--- src/rtl/periodic_cp_framer.sv ---
// periodic_cp_framer: extracts a train of fixed-length frames from a
// sample stream after a trigger. The frames are spaced by a gap, which is
// the cyclic prefix to drop. Frame samples pass through combinationally
// with zero latency. Offset, gap and pre-trigger samples are discarded.
//
// Ports
//   clk, reset                  sole clock, synchronous active-high reset
//   set_stb/set_addr/set_data   settings bus (lengths in set_data[15:0])
//   i_tdata/i_ttrig/i_tlast/
//   i_tvalid/i_tready           input sample stream; i_ttrig marks a detect
//   o_tdata/o_tlast/
//   o_tvalid/o_tready           output frames; o_tlast on last frame sample
//   o_busy                      high while a trigger burst is in progress
module periodic_cp_framer #(
  parameter int unsigned SR_FRAME_LEN       = 130,
  parameter int unsigned SR_GAP_LEN         = 131,
  parameter int unsigned SR_OFFSET          = 132,
  parameter int unsigned SR_NUM_FRAMES      = 133,
  parameter int unsigned SR_RESERVED        = 134,
  parameter int unsigned DEFAULT_FRAME_LEN  = 64,
  parameter int unsigned DEFAULT_GAP_LEN    = 16,
  parameter int unsigned DEFAULT_OFFSET     = 0,
  parameter int unsigned DEFAULT_NUM_FRAMES = 1
) (
  input  logic        clk,
  input  logic        reset,
  input  logic        set_stb,
  input  logic [7:0]  set_addr,
  input  logic [31:0] set_data,
  input  logic [31:0] i_tdata,
  input  logic        i_ttrig,
  input  logic        i_tlast,
  input  logic        i_tvalid,
  output logic        i_tready,
  output logic [31:0] o_tdata,
  output logic        o_tlast,
  output logic        o_tvalid,
  input  logic        o_tready,
  output logic        o_busy
);

  localparam int unsigned CW = 16;

  localparam logic [1:0] S_IDLE   = 2'd0;
  localparam logic [1:0] S_OFFSET = 2'd1;
  localparam logic [1:0] S_FRAME  = 2'd2;
  localparam logic [1:0] S_GAP    = 2'd3;

  // A zero frame length is meaningless; it is held as one sample.
  localparam logic [CW-1:0] DEF_FRAME_LEN =
    (DEFAULT_FRAME_LEN == 0) ? CW'(1) : CW'(DEFAULT_FRAME_LEN);
  localparam logic [CW-1:0] DEF_GAP_LEN    = CW'(DEFAULT_GAP_LEN);
  localparam logic [CW-1:0] DEF_OFFSET     = CW'(DEFAULT_OFFSET);
  localparam logic [CW-1:0] DEF_NUM_FRAMES = CW'(DEFAULT_NUM_FRAMES);

  logic [1:0]    state_q, state_d;
  logic [CW-1:0] cnt_q, cnt_d;
  logic [CW-1:0] frames_q, frames_d;
  logic [CW-1:0] frame_len_q, frame_len_d;
  logic [CW-1:0] gap_len_q, gap_len_d;
  logic [CW-1:0] offset_q, offset_d;
  logic [CW-1:0] num_frames_q, num_frames_d;
  logic [CW-1:0] sh_frame_len_q, sh_frame_len_d;
  logic [CW-1:0] sh_gap_len_q, sh_gap_len_d;
  logic [CW-1:0] sh_offset_q, sh_offset_d;
  logic [CW-1:0] sh_num_frames_q, sh_num_frames_d;

  logic          trig_ok;
  logic          frame_mode;
  logic          frame_last;
  logic [CW-1:0] eff_frame_len, eff_gap_len, eff_num_frames;
  logic [CW-1:0] cur_cnt, cur_frames, next_frames;

  logic unused_ok;
  assign unused_ok = ^{i_tlast, set_data[31:16]};

  // State and register update.
  always_ff @(posedge clk) begin
    if (reset) begin
      state_q         <= S_IDLE;
      cnt_q           <= '0;
      frames_q        <= '0;
      frame_len_q     <= DEF_FRAME_LEN;
      gap_len_q       <= DEF_GAP_LEN;
      offset_q        <= DEF_OFFSET;
      num_frames_q    <= DEF_NUM_FRAMES;
      sh_frame_len_q  <= '0;
      sh_gap_len_q    <= '0;
      sh_offset_q     <= '0;
      sh_num_frames_q <= '0;
    end else begin
      state_q         <= state_d;
      cnt_q           <= cnt_d;
      frames_q        <= frames_d;
      frame_len_q     <= frame_len_d;
      gap_len_q       <= gap_len_d;
      offset_q        <= offset_d;
      num_frames_q    <= num_frames_d;
      sh_frame_len_q  <= sh_frame_len_d;
      sh_gap_len_q    <= sh_gap_len_d;
      sh_offset_q     <= sh_offset_d;
      sh_num_frames_q <= sh_num_frames_d;
    end
  end

  // Next state, settings decode and stream steering.
  always_comb begin
    state_d         = state_q;
    cnt_d           = cnt_q;
    frames_d        = frames_q;
    frame_len_d     = frame_len_q;
    gap_len_d       = gap_len_q;
    offset_d        = offset_q;
    num_frames_d    = num_frames_q;
    sh_frame_len_d  = sh_frame_len_q;
    sh_gap_len_d    = sh_gap_len_q;
    sh_offset_d     = sh_offset_q;
    sh_num_frames_d = sh_num_frames_q;
    i_tready        = 1'b1;
    o_tvalid        = 1'b0;
    o_tdata         = '0;
    o_tlast         = 1'b0;
    o_busy          = (state_q != S_IDLE);

    if (set_stb) begin
      if (set_addr == 8'(SR_FRAME_LEN))
        frame_len_d = (set_data[15:0] == '0) ? CW'(1) : set_data[15:0];
      else if (set_addr == 8'(SR_GAP_LEN))
        gap_len_d = set_data[15:0];
      else if (set_addr == 8'(SR_OFFSET))
        offset_d = set_data[15:0];
      else if (set_addr == 8'(SR_NUM_FRAMES))
        num_frames_d = set_data[15:0];
    end

    trig_ok = i_tvalid && i_ttrig && (num_frames_q != '0);

    // With zero offset the trigger beat is already frame sample 0, so IDLE
    // behaves as FRAME for that beat, using live settings and zero counts.
    frame_mode = (state_q == S_FRAME) ||
                 ((state_q == S_IDLE) && trig_ok && (offset_q == '0));

    eff_frame_len  = (state_q == S_IDLE) ? frame_len_q  : sh_frame_len_q;
    eff_gap_len    = (state_q == S_IDLE) ? gap_len_q    : sh_gap_len_q;
    eff_num_frames = (state_q == S_IDLE) ? num_frames_q : sh_num_frames_q;
    cur_cnt        = (state_q == S_IDLE) ? '0 : cnt_q;
    cur_frames     = (state_q == S_IDLE) ? '0 : frames_q;
    frame_last     = (cur_cnt == eff_frame_len - CW'(1));
    next_frames    = cur_frames + CW'(1);

    if (frame_mode) begin
      o_tvalid = i_tvalid;
      i_tready = o_tready;
      if (i_tvalid) begin
        o_tdata = i_tdata;
        o_tlast = frame_last;
      end
      if (i_tvalid && o_tready) begin
        if (state_q == S_IDLE) begin
          sh_frame_len_d  = frame_len_q;
          sh_gap_len_d    = gap_len_q;
          sh_offset_d     = offset_q;
          sh_num_frames_d = num_frames_q;
        end
        if (frame_last) begin
          cnt_d    = '0;
          frames_d = next_frames;
          if (next_frames == eff_num_frames) begin
            state_d  = S_IDLE;
            frames_d = '0;
          end else if (eff_gap_len == '0) begin
            state_d = S_FRAME;
          end else begin
            state_d = S_GAP;
          end
        end else begin
          state_d  = S_FRAME;
          cnt_d    = cur_cnt + CW'(1);
          frames_d = cur_frames;
        end
      end
    end else begin
      case (state_q)
        S_IDLE: begin
          // Trigger beat is discarded sample 0 of the offset.
          if (trig_ok) begin
            sh_frame_len_d  = frame_len_q;
            sh_gap_len_d    = gap_len_q;
            sh_offset_d     = offset_q;
            sh_num_frames_d = num_frames_q;
            frames_d        = '0;
            if (offset_q == CW'(1)) begin
              state_d = S_FRAME;
              cnt_d   = '0;
            end else begin
              state_d = S_OFFSET;
              cnt_d   = CW'(1);
            end
          end
        end
        S_OFFSET: begin
          if (i_tvalid) begin
            if (cnt_q == sh_offset_q - CW'(1)) begin
              state_d = S_FRAME;
              cnt_d   = '0;
            end else begin
              cnt_d = cnt_q + CW'(1);
            end
          end
        end
        S_GAP: begin
          if (i_tvalid) begin
            if (cnt_q == sh_gap_len_q - CW'(1)) begin
              state_d = S_FRAME;
              cnt_d   = '0;
            end else begin
              cnt_d = cnt_q + CW'(1);
            end
          end
        end
        default: begin
          state_d = S_IDLE;
        end
      endcase
    end

    // Reset forces a quiet, ready interface for the cycle it is asserted.
    if (reset) begin
      i_tready = 1'b1;
      o_tvalid = 1'b0;
      o_tdata  = '0;
      o_tlast  = 1'b0;
      o_busy   = 1'b0;
    end
  end

endmodule

--- config.mk ---
export PLATFORM = sky130hd
export DESIGN_NAME = periodic_cp_framer
export DESIGN_NICKNAME = d
export VERILOG_FILES = /design/src/rtl/periodic_cp_framer.sv
export SDC_FILE = /design/constraint.sdc
export NUM_CORES = 1
export LEC_CHECK = 0
export CELL_PAD_IN_SITES_DETAIL_PLACEMENT = 1
export CELL_PAD_IN_SITES_GLOBAL_PLACEMENT = 1
export CORE_ASPECT_RATIO = 1.5
export CORE_MARGIN = 3
export CORE_UTILIZATION = 30
export DETAILED_ROUTE_END_ITERATION = 8
export GPL_ROUTABILITY_DRIVEN = 0
export PLACE_DENSITY = 0.67
export SYNTH_ARGS = -nofsm -noshare
export SYNTH_HDL_FRONTEND = slang
export SYNTH_SLANG_ARGS = --single-unit
--- constraint.sdc ---
create_clock -name clk -period 6.75 [get_ports clk]
set_input_delay 0.675 -clock clk [delete_from_list [all_inputs] [get_ports clk]]
set_output_delay 0.675 -clock clk [all_outputs]
set_load 0.01 [all_outputs]
==> results of run 1 <==
-- worst paths after layout --
check,endpoint,start,cells after the start,slack (ns)
max,o_tlast,state_q[1],12,1.22
min reg2reg,sh_num_frames_q[12],sh_num_frames_q[12],2,0.47
min,sh_num_frames_q[12],sh_num_frames_q[12],2,0.47
max reg2reg,frames_q[11],state_q[0],13,1.74
-- power by group --
part           switching, uW  internal [uW]  leakage, uW
Clock                    459            556     0.000295
Sequential              10.2            959      0.00131
Combinational            195            113      0.00272
-- per-stage QoR --
stage / power [uW] / instances / hold WS (ns) / area [sq um] / util, %
6_report: 2292 / 1701 / 0.4686 / 11500 / 36.58
5_1_grt: 2379 / 1701 / 0.4807 / 11500 / 36.58
4_1_cts: 2312 / 1701 / 0.4721 / 11500 / 36.58
3_5_place_dp: 1298 / 1669 / 0.4600 / 10900 / 34.67
3_3_place_gp: 1295 / 1669 / 0.4557 / 10900 / 34.67
2_1_floorplan: 1171 / 1249 / 0.4438 / 9672 / -
-- sequential cells by signal, indices dropped and copies added (netlist names) --
register,cells
sh_gap_len_q,16
state_q,2
gap_len_q,16
frames_q,16
sh_frame_len_q,16
frame_len_q,16
offset_q,16
cnt_q,16
num_frames_q,16
sh_offset_q,16
sh_num_frames_q,16
-- cells in the final DEF, fill, tap and decap left out, drive strengths merged, types with 9 or more instances in the layout --
| master | instances |
|---|---|
| clkbuf | 17 |
| clkdlybuf4s50 | 96 |
| nand2 | 183 |
| nand4 | 19 |
| inv | 20 |
| or4 | 10 |
| buf | 16 |
| nor3 | 37 |
| nor4 | 28 |
| xor2 | 42 |
| and3 | 49 |
| xnor2 | 51 |
| nor2 | 138 |
| or3 | 9 |
| a31oi | 16 |
| o31ai | 9 |
| and2 | 9 |
| mux2i | 76 |
| o21ai | 35 |
| a211oi | 11 |
| dfxtp | 162 |
| nand3 | 34 |
| a21oi | 91 |
-- metal layers --
layer,track usage (%),vias up,share of wire (%)
met1,22.83,4624,40
met3,3.010,89,2.7
li1,-,4511,-
met2,36.41,171,52
met4,11.99,0,5.6
met5,0,-,0
-- cells by family after synthesis --
family,Yosys count,synth area share (%)
compound gates,237,16.09
buf+inv,111,4.748
mux,80,8.331
xor+xnor,93,8.422
flops,162,33.53
fa+ha+maj,6,0.7762
simple gates,560,28.10
-- area by class of cell --
type                            instances  share of cell area, %
Clock buffer                           17                  3.700
Multi-Input combinational cell        976                  52.32
Inverter                               14                 0.4570
Tap cell                              405                  4.407
Timing Repair Buffer                  112                  9.402
Sequential cell                       162                  28.20
Clock inverter                         15                  1.513
-- worst min-delay path, cell delays in order (launching register included) --
cell and delay, ns:
dfxtp_1 0.32, nand2_1 0.05, a21oi_1 0.05
==> results.yml, run 1 <==
outcome:
  status: "finished clean"
clock_network:
  clkTransAtPathRegs_ns: 0.07
  cts_resized: 0
  postCtsHoldBufs: 0
  clock_latency_ns: 0.46
  clk_path_buf_depth: 2
  numCtsBuffers: 17
  cts_tree: "built"
  cts_setup_buffers: 0
  clkSinkCount: 162
  htree_levels: 4
  cts_root_buf: "clkbuf_16"
yosys:
  ys.flop_type: "dfxtp_1"
  synthCells: 1249
  ys_seq_elements: 162
  synthesis.nets: 1334
  ys_top_cells_by_area: "dfxtp_1, mux2i_1, nand2_1"
  yosysUniqueCellTypes: 78
  async_flop_share_pct: 0
  netlist.area_leader.share_pct: 33.53
  syn_avg_cell_area_sq_um: 7.744
  yosys_warnings: 0
  synth_top_cell_by_area: "dfxtp_1"
  yosysSeqAreaShare_pct: 33.53
  yosysMostFrequentCell: "nand2_1"
  synth.top_cells.by_count: "nand2_1, dfxtp_1, nor2_1, a21oi_1, mux2i_1"
  synth_edf_count: 0
  synth_area_sq_mm: 0.009672
sta:
  maxSlewHeadroom_pct: 22.99
  setup_tns_ns: 0
  tightest_slew_ns: 1.152
  setup_viol: 0
  finalHoldViolCount: 0
  final.period_utilization_pct: 81.89
  fmax_mhz: 180.9
  setup_slack_ns: 1.223
  finalClockSkew_ns: 0.01071
  drv_slew: 0
  rsz0062_at_grt: "false"
  fin_crit_ns: 5.527
floorplanning:
  start_util_pct: 30.77
  num_rows: 79
  ios: 115
  die_y_um: 225.9
  die-area_sq_mm: 0.03447
  core-area_sq_mm: 0.03143
  die_x_um: 152.6
finish:
  fin_nets: 1368
  multi_input_comb_area_sq_mm: 0.006016
  seq_area_sq_mm: 0.003243
  diodes: 0
  nFillCells: 3859
  drive_above_1_share_pct: 5.864
  syn_to_final_growth_pct: 18.89
detailed_routing:
  avgViaCountPerCell: 5.523
  antenna_left: 0
  drt-initial-drc-count: 402
  avgRoutedWirePerCell_um: 20.91
  finalWirelength_mm: 35.56
  drt_pass1_iterations: 5
  vias: 9395
  drc: 0
global_routing:
  grt_overflow: 0
  antenna_found_initial: 0
  grt_pass1_wl_mm: 54.41
  grt_use_total_pct: 20.33
  grt_pass1_vias: 9285
  grt_max_degree: 76
worst_setup_path:
  start_kind: "flop"
  crit_family: "simple AND/OR/NAND/NOR gates"
  cp.required_ns: 6.07
  slowest_stage: "nor4_2"
  cp.arrival_ns: 4.85
  timing.critical_path.buf_inv: 2
  worstSetupPathType: "flop to output pin"
  crit_chain: "nor2_4, buf_4, mux2i_1, ha_1, or4b_1, o22ai_2, nand3_1, a311oi_2, o21ai_1, nor4_2, and3_1, clkdlybuf4s50_1"
  cpPeakStageDelay_ns: 0.70
  crit_fanout: 48
  crit_path_end_kind: "output pin"
run:
  drv_cap: 0
placement:
  port_buffers: 97
  place_hpwl_mm: 25.73
  pre_cts_ws_ns: 1.745
power:
  powerDensity_mw_per_mm2: 199.4
  leakage_uw: 0.004320
  ir_drop_v: 0.0001993
worst_hold_path:
  hp-class: "flop to flop"
Note: power is estimated with default switching activity, not from simulation.
==> inputs of run 2 (changes only) <==
PLACE_DENSITY = 0.69   (was 0.67)
clock period = 4.6 ns   (was 6.75 ns; I/O delays follow)
==> results.yml, run 2 (synthesis gave the netlist of run 1 again) <==
outcome:
  status: "finished clean"
floorplanning:
  num_rows: 79
  start_util_pct: 30.77
  die-area_sq_mm: 0.03447
  ios: 115
  die_y_um: 225.9
  core-area_sq_mm: 0.03143
  die_x_um: 152.6
worst_setup_path:
  reg2reg_depth: 13
  crit_chain: "nor2_4, mux2_2, inv_1, ha_1, or4b_1, o22ai_2, nand3_1, a311oi_2, o21ai_1, nor4_4, buf_4, and3_1, dlygate4sd2_1"
  crit_start: "state_q[1]"
  reg2reg_slack_ns: 0.43
  r2r-start: "state_q[1]"
  crit_fanout: 4
  cp.arrival_ns: 3.89
  cpPeakStageDelay_ns: 0.47
  cp.required_ns: 4.14
  setup.worst_path.end: "o_tlast"
  crit_path_end_kind: "output pin"
  worstSetupPathType: "flop to output pin"
  rr_endpoint: "state_q[0]"
  start_kind: "flop"
  slowest_stage: "or4b_1"
global_routing:
  grt_overflow: 0
  grt_use_total_pct: 20.48
  antenna_found_initial: 0
  grt_max_degree: 87
  grt.busiest_layer: "met2"
  use_met2_pct: 37.40
  grt_util_met1_pct: 22.14
  grt_pass1_wl_mm: 55.84
  grt_util_met3_pct: 2.837
  grt_pass1_vias: 9812
sta:
  setup_slack_ns: 0.2457
  final.period_utilization_pct: 94.66
  fmax_mhz: 229.7
  tightest_slew_ns: 1.116
  fin_crit_ns: 4.354
  setup_viol: 0
  rsz0062_at_grt: "false"
  fin_hold_ws_ns: 0.4106
  maxSlewHeadroom_pct: 25.35
  drv_slew: 0
  finalHoldViolCount: 0
  setup_tns_ns: 0
  finalClockSkew_ns: 0.007508
finish:
  syn_to_final_growth_pct: 20.39
  final_cell_mix: "nand2_1, dfxtp_1, nor2_1, clkdlybuf4s50_1, a21oi_1"
  diodes: 0
  drive_above_1_share_pct: 6.931
  fin_nets: 1385
  final_common_cell: "nand2_1"
detailed_routing:
  antenna_left: 0
  finalWirelength_mm: 35.82
  drc: 0
  vias: 9504
  avgRoutedWirePerCell_um: 20.85
  avgViaCountPerCell: 5.532
  drt-initial-drc-count: 523
  drt_pass1_iterations: 6
clock_network:
  clock_latency_ns: 0.44
  clk_path_buf_depth: 2
  clkSinkCount: 162
  numCtsBuffers: 17
  cts_tree: "built"
  htree_levels: 4
  clkTransAtPathRegs_ns: 0.06
  cts_root_buf: "clkbuf_16"
  postCtsHoldBufs: 0
placement:
  pre_cts_ws_ns: 0.2298
  place_hpwl_mm: 26.75
  port_buffers: 97
worst_hold_path:
  hp-class: "primary input to flop"
power:
  ir_drop_v: 0.0002769
  leakage_uw: 0.004413
  powerDensity_mw_per_mm2: 288.0
run:
  drv_cap: 0
run 2: cell count changes in the layout (fill, tap and decap cells not counted), sizes merged, moves of 2 or more:
cell / delta
inv: -3
buf: +17
clkinvlp: +2
clkbuf: +5
clkinv: -4
run 2: area by class of cell:
type	instances	area, sq um
Multi-Input combinational cell	976	6025
Clock buffer	22	474.2
Fill cell	3855	19790
Tap cell	405	506.7
Clock inverter	10	122.6
Sequential cell	162	3243
Inverter	14	52.55
Timing Repair Buffer	129	1220
run 2: worst max-delay path, delay by kind of cell, from the launching register on:
family,cells,cell delay (ns)
simple gates,5,1.29
flops,1,0.34
buf+inv,3,0.58
mux,1,0.37
compound gates,3,0.67
fa+ha+maj,1,0.21
run 2: how the worst min path moves through the flow:
stage	cells after the start	end	start	slack (ns)
after floorplan	2	sh_offset_q[15]	offset_q[15]	0.44
after global placement	2	sh_num_frames_q[3]	num_frames_q[3]	0.45
after detailed placement	2	sh_num_frames_q[10]	sh_num_frames_q[10]	0.46
after CTS	2	frame_len_q[2]	reset	0.39
after global routing	2	frame_len_q[1]	reset	0.42
final	2	frame_len_q[2]	reset	0.41
run 2: metrics by stage:
step           instance area, sq um  total power [uW]  cells  utilization [%]
6_report                      11640              3353   1718            37.04
3_3_place_gp                  11020              1901   1684            35.07
2_1_floorplan                  9672              1719   1249                -
3_5_place_dp                  11020              1909   1684            35.07
5_1_grt                       11640              3479   1718            37.04
4_1_cts                       11640              3385   1718            37.04
run 2: where the power goes:
group          leakage (uW)  switching, uW  total, uW  internal (uW)
logic               0.00282            298        471            173
clock network      0.000284            621       1470            848
registers           0.00131           5.42       1410           1410
total               0.00441            925       3350           2430
run 2: timing repair:
| item | CTS | global route |
|---|---|---|
| setup buffers | 2 | 0 |
| gates resized for setup | 2 | 0 |
| endpoints found under the setup margin | 1 | 0 |
run 2: layer usage:
| layer | vias up | part of all wire (%) |
|---|---|---|
| met3 | 112 | 2.9 |
| met1 | 4653 | 38 |
| met2 | 193 | 52 |
| met4 | 0 | 6.6 |
| li1 | 4546 | - |
| met5 | - | 0 |
